===== src/rtl/instruction_fetch_pkg.sv =====
// Shared constants and helpers for the instruction fetch front end.
package instruction_fetch_pkg;

    localparam int XLEN = 32;
    localparam int ILEN = 32;
    localparam logic [XLEN-1:0] PC_STEP = 32'd4;

    // Instructions are word aligned, so the two low address bits carry no information.
    function automatic logic [XLEN-1:0] align_pc(input logic [XLEN-1:0] pc);
        return {pc[XLEN-1:2], 2'b00};
    endfunction

endpackage


===== src/rtl/instruction_fetch.sv =====
// Instruction fetch stage: drives a synchronous instruction memory and presents
// fetched words to a consumer that can stall, with a one-entry skid buffer.
module instruction_fetch
    import instruction_fetch_pkg::*;
#(
    parameter logic [XLEN-1:0] RESET_PC = 32'h0000_0004
) (
    input  logic            clk,
    input  logic            rst_n,
    output logic [XLEN-1:0] imem_addr,
    input  logic [ILEN-1:0] imem_word,
    input  logic            stall,
    input  logic            redirect_valid,
    input  logic [XLEN-1:0] redirect_pc,
    output logic            instr_valid,
    output logic [ILEN-1:0] instr,
    output logic [XLEN-1:0] instr_pc
);

    typedef enum logic [1:0] {
        ST_EMPTY,
        ST_STREAM,
        ST_HOLD
    } fetch_state_e;

    logic [XLEN-1:0] pc_q, pc_d;
    logic            pend_v_q, pend_v_d;
    logic [XLEN-1:0] pend_pc_q, pend_pc_d;
    logic            hold_v_q, hold_v_d;
    logic [ILEN-1:0] hold_word_q, hold_word_d;
    logic [XLEN-1:0] hold_pc_q, hold_pc_d;

    fetch_state_e state;

    // NOTE: the buffer data registers are reset too, so instr/instr_pc are
    // defined zeros out of reset rather than X until the first stall.
    always_ff @(posedge clk or negedge rst_n) begin
        if (!rst_n) begin
            pc_q        <= RESET_PC;
            pend_v_q    <= 1'b0;
            pend_pc_q   <= '0;
            hold_v_q    <= 1'b0;
            hold_word_q <= '0;
            hold_pc_q   <= '0;
        end else begin
            pc_q        <= pc_d;
            pend_v_q    <= pend_v_d;
            pend_pc_q   <= pend_pc_d;
            hold_v_q    <= hold_v_d;
            hold_word_q <= hold_word_d;
            hold_pc_q   <= hold_pc_d;
        end
    end

    always_comb begin
        if (hold_v_q) begin
            state = ST_HOLD;
        end else if (pend_v_q) begin
            state = ST_STREAM;
        end else begin
            state = ST_EMPTY;
        end
    end

    // NOTE: combinational blocks use blocking assignments and give every
    // output a default first, so no path can infer a latch.
    always_comb begin
        pc_d        = pc_q;
        pend_v_d    = pend_v_q;
        pend_pc_d   = pend_pc_q;
        hold_v_d    = hold_v_q;
        hold_word_d = hold_word_q;
        hold_pc_d   = hold_pc_q;

        if (redirect_valid) begin
            pc_d     = align_pc(redirect_pc);
            pend_v_d = 1'b0;
            hold_v_d = 1'b0;
        end else if (!stall) begin
            pc_d      = pc_q + PC_STEP;
            pend_v_d  = 1'b1;
            pend_pc_d = pc_q;
            hold_v_d  = 1'b0;
        end else begin
            // The memory keeps reading pc_q while stalled, so a word still in
            // flight must be parked here or it would be overwritten.
            pend_v_d = 1'b0;
            if (state == ST_STREAM) begin
                hold_v_d    = 1'b1;
                hold_word_d = imem_word;
                hold_pc_d   = pend_pc_q;
            end
        end
    end

    always_comb begin
        instr_valid = 1'b0;
        instr       = '0;
        instr_pc    = '0;
        case (state)
            ST_HOLD: begin
                instr_valid = 1'b1;
                instr       = hold_word_q;
                instr_pc    = hold_pc_q;
            end
            ST_STREAM: begin
                instr_valid = 1'b1;
                instr       = imem_word;
                instr_pc    = pend_pc_q;
            end
            default: begin
                instr_valid = 1'b0;
            end
        endcase
    end

    assign imem_addr = pc_q;

endmodule

===== config.mk =====
export PLATFORM = sky130hd
export DESIGN_NAME = instruction_fetch
export DESIGN_NICKNAME = d
export VERILOG_FILES = /design/src/rtl/instruction_fetch_pkg.sv /design/src/rtl/instruction_fetch.sv
export SDC_FILE = /design/constraint.sdc
export NUM_CORES = 1
export LEC_CHECK = 0
export BUFFER_PORTS_ARGS = -buffer_cell sky130_fd_sc_hd__buf_2
export CORE_UTILIZATION = 24
export CTS_CLUSTER_DIAMETER = 100
export DETAILED_ROUTE_END_ITERATION = 10
export PLACE_DENSITY = 0.52
export SLEW_MARGIN = 20
export SYNTH_ARGS = -nofsm -noshare
export SYNTH_HDL_FRONTEND = slang
export SYNTH_SLANG_ARGS = --single-unit
export TNS_END_PERCENT = 10

===== constraint.sdc =====
create_clock -name clk -period 2.4 [get_ports clk]
set_input_delay 0.48 -clock clk [delete_from_list [all_inputs] [get_ports clk]]
set_output_delay 0.48 -clock clk [all_outputs]
set_load 0.05 [all_outputs]

==> qor.csv <==
stage,metric,value,unit
floorplanning,dieArea,25600,sq um
sta,finalClockSkew,0.00848,ns
route,viasPerCell,4.50,
floorplanning,num_io_pins,165,
final_layout,utilization,0.329,
critical_path,ff2ff_path_depth,5,
clocking,cts_root_buf,clkbuf_16,
pwr,p_per_area,865,nW/um^2
route,drc,0,
global_routing,grt_first_pass_wirelength,26.2,mm
critical_path,crit_type,reg2out,
sta,fin_crit_sh,0.914,
clocking,cts_tree,yes,
critical_path,critPathMaxFanout,42,
synth,ys_ff_latch,124,
final_layout,area_growth,34.0,%
floorplanning,core,24400,sq um
global_routing,first_global_vias,4575,
final_layout,final_nets,803,
critical_path,start_kind,flop,
sta,hold_violations,0,
global_routing,antenna_found_initial,0,
sta,maxSlewViolCount,0,
final_layout,final_area,8020,sq um
final_layout,antennaDiodeCount,0,
worst_hold_path,holdCritPathClass,in2async,
critical_path,worstPathRequired,1.92,ns
synth,synth.avg_cell_area,10.6,sq um
route,wl_per_cell,15.5,um
sta,tightest_slew,0.529,ns
sta,rsz0062_at_grt,false,
global_routing,gr-total-overflow,0,
clocking,clock-sinks,124,
pwr,p_leak,3.53,nW
floorplanning,die_w,160,um
floorplanning,rows,57,
synth,yosys.area.top_type_share,0.514,
sta,fin_ws,0.206,ns
run_status,status,"complete, no violations",
clocking,clock_latency,0.42,ns
route,wirelength,16.5,mm
synth,synth_cell_type_count,39,
floorplanning,dieHeight,160,um
route,final_antenna_net_count,0,
synth,synthFlopType,dfrtp_1,
synth,ys_warn_count,0,
clocking,cts.clk_slew.worst_paths,0.06,ns
critical_path,path_cells,"buf_6, nand2_1, o21ai_0, buf_2",
synth,synth_area_leaders,"dfrtp_1, mux2_2, nand2_1, o21ai_0, a22o_1",
pwr,peakVddDrop,0.000290,V
placement,gp_congestion,0.789,
placement,port-buffer-count,158,
run,maxCapViolCount,0,
final_layout,drive_above_1_share,0.421,
critical_path,critPathMaxStageDelay,0.35,ns
global_routing,grt_usage,0.133,
critical_path,end_kind,output pin,
synth,ys_seq_area_frac,0.518,
critical_path,cp_slowest_cell,dfrtp_1,
route,firstDrtPassIters,4,
synth,syn_area,5990,sq um
floorplanning,initial_core_util,0.245,
sta,fin_crit,2.19,ns
placement,placed_area,7430,sq um
placement,hpwl,11.8,mm
synth,postSynthCellCount,567,
clocking,ctsHoldBuffers,0,
route,vias,4818,
placement,post-place-ws,0.175,ns
sta,fmax,456,MHz
clocking,cts.path.max_buffers,2,
synth,synth-edff-count,0,
sta,maxSlewHeadroom,0.647,
global_routing,grt_max_degree,77,
synth,post-synth-top-area-cell,dfrtp_1,
clocking,htreeDepth,4,
sta,setup_viol_count_final,0,
route,drt_iter0_markers,193,
synth,async_flop_share,1.00,
clocking,cts_buffers,17,
critical_path,cp.arrival,1.71,ns
==> flip-flops by register name, summed over array words and instances, names as in the netlist <==
register     cells
imem_addr       30
pend_v_q         1
hold_pc_q       30
pend_pc_q       30
hold_v_q         1
hold_word_q     32
==> power breakdown <==
group | switching (mW) | internal (mW) | leakage (nW)
sequential | 0.299 | 2.53 | 1.49
clock | 0.963 | 1.65 | 0.282
combinational | 0.889 | 0.600 | 1.76
total | 2.15 | 4.79 | 3.53
==> worst max-delay path, delay by kind of cell, from the launching register on <==
kind / cells / cell delay (ns)
buffers and inverters: 2 / 0.64
flip-flops: 1 / 0.35
AO/OA/AOI/OAI: 1 / 0.22
AND/OR/NAND/NOR: 1 / 0.08
==> area by class of cell <==
cell class / instances / area (sq um)
Clock buffer: 20 / 447
Clock inverter: 11 / 145
Fill cell: 2572 / 16400
Inverter: 3 / 11.3
Multi-Input combinational cell: 402 / 2710
Sequential cell: 124 / 3110
Tap cell: 324 / 405
Timing Repair Buffer: 186 / 1200
==> through the flow <==
step | instances | hold WS (ns) | total power [mW] | TNS [ns]
detailed placement | 1039 | 0.480 | 4.38 | 0
floorplan | 570 | 0.184 | 3.87 | -0.253
CTS | 1070 | 0.0335 | 7.05 | 0
finish | 1070 | 0.0277 | 6.94 | 0
global route | 1070 | 0.0525 | 7.31 | 0
global placement | 1039 | 0.479 | 4.34 | 0
==> timing repair <==
item | CTS | global route
setup buffers | 0 | 0
setup endpoints to repair | 0 | 6
gates resized for setup | 0 | 1
==> cells in the mapped netlist (6+ instances only) <==
library cell	number
clkbuf_1	28
mux2_2	89
or4_1	12
o311ai_0	9
dfrtp_1	123
nor2_1	10
a31oi_1	10
xnor2_1	6
a22o_1	21
o211ai_1	8
nand3_1	10
o31ai_1	8
o21ai_0	55
nand2_1	121
==> cells by family after synthesis <==
logic type | share of synthesized area
and+or+nand+nor | 0.142
buffers and inverters | 0.0311
xor gates and xnor gates | 0.0132
AOI/OAI and AO/OA | 0.123
DFF | 0.518
adders and majority gates | 0.00209
muxes | 0.169
other | 0.000626
==> layout by cell type, fill, tap and decap left out, drive strengths merged, types with 3 or more instances in the layout <==
cell,instances
o31ai,8
xor2,3
or2,4
nor3,3
mux2,89
clkinv,6
and3,5
nand2,121
clkinvlp,3
nor2b,3
nand4,6
o21ai,55
conb,4
bufinv,3
o311ai,10
or4,12
a31oi,10
xnor2,6
nor2,10
nand3,10
o211ai,8
a22o,21
dfrtp,123
clkbuf,20
buf,186
==> layer usage <==
metal / global-route usage / vias to the layer above / wire length (um)
met4: 0.0333 / 0 / 154
met2: 0.201 / 119 / 7450
met3: 0.0361 / 10 / 641
met5: 0 / - / 0
met1: 0.186 / 2320 / 8290
li1: - / 2369 / -
==> worst paths after layout <==
check,startpoint,slack (ns),to
min in group clk,redirect_pc[11],0.28,imem_addr[11]
hold / removal,rst_n,0.03,pend_pc_q[28]
setup / recovery,pend_v_q,0.21,instr[16]
hold reg to reg,hold_pc_q[15],0.50,hold_pc_q[15]
setup reg to reg,imem_addr[2],0.22,imem_addr[22]
max in group asynchronous,rst_n,1.67,hold_word_q[20]
Note: power is estimated with default switching activity, not from simulation.
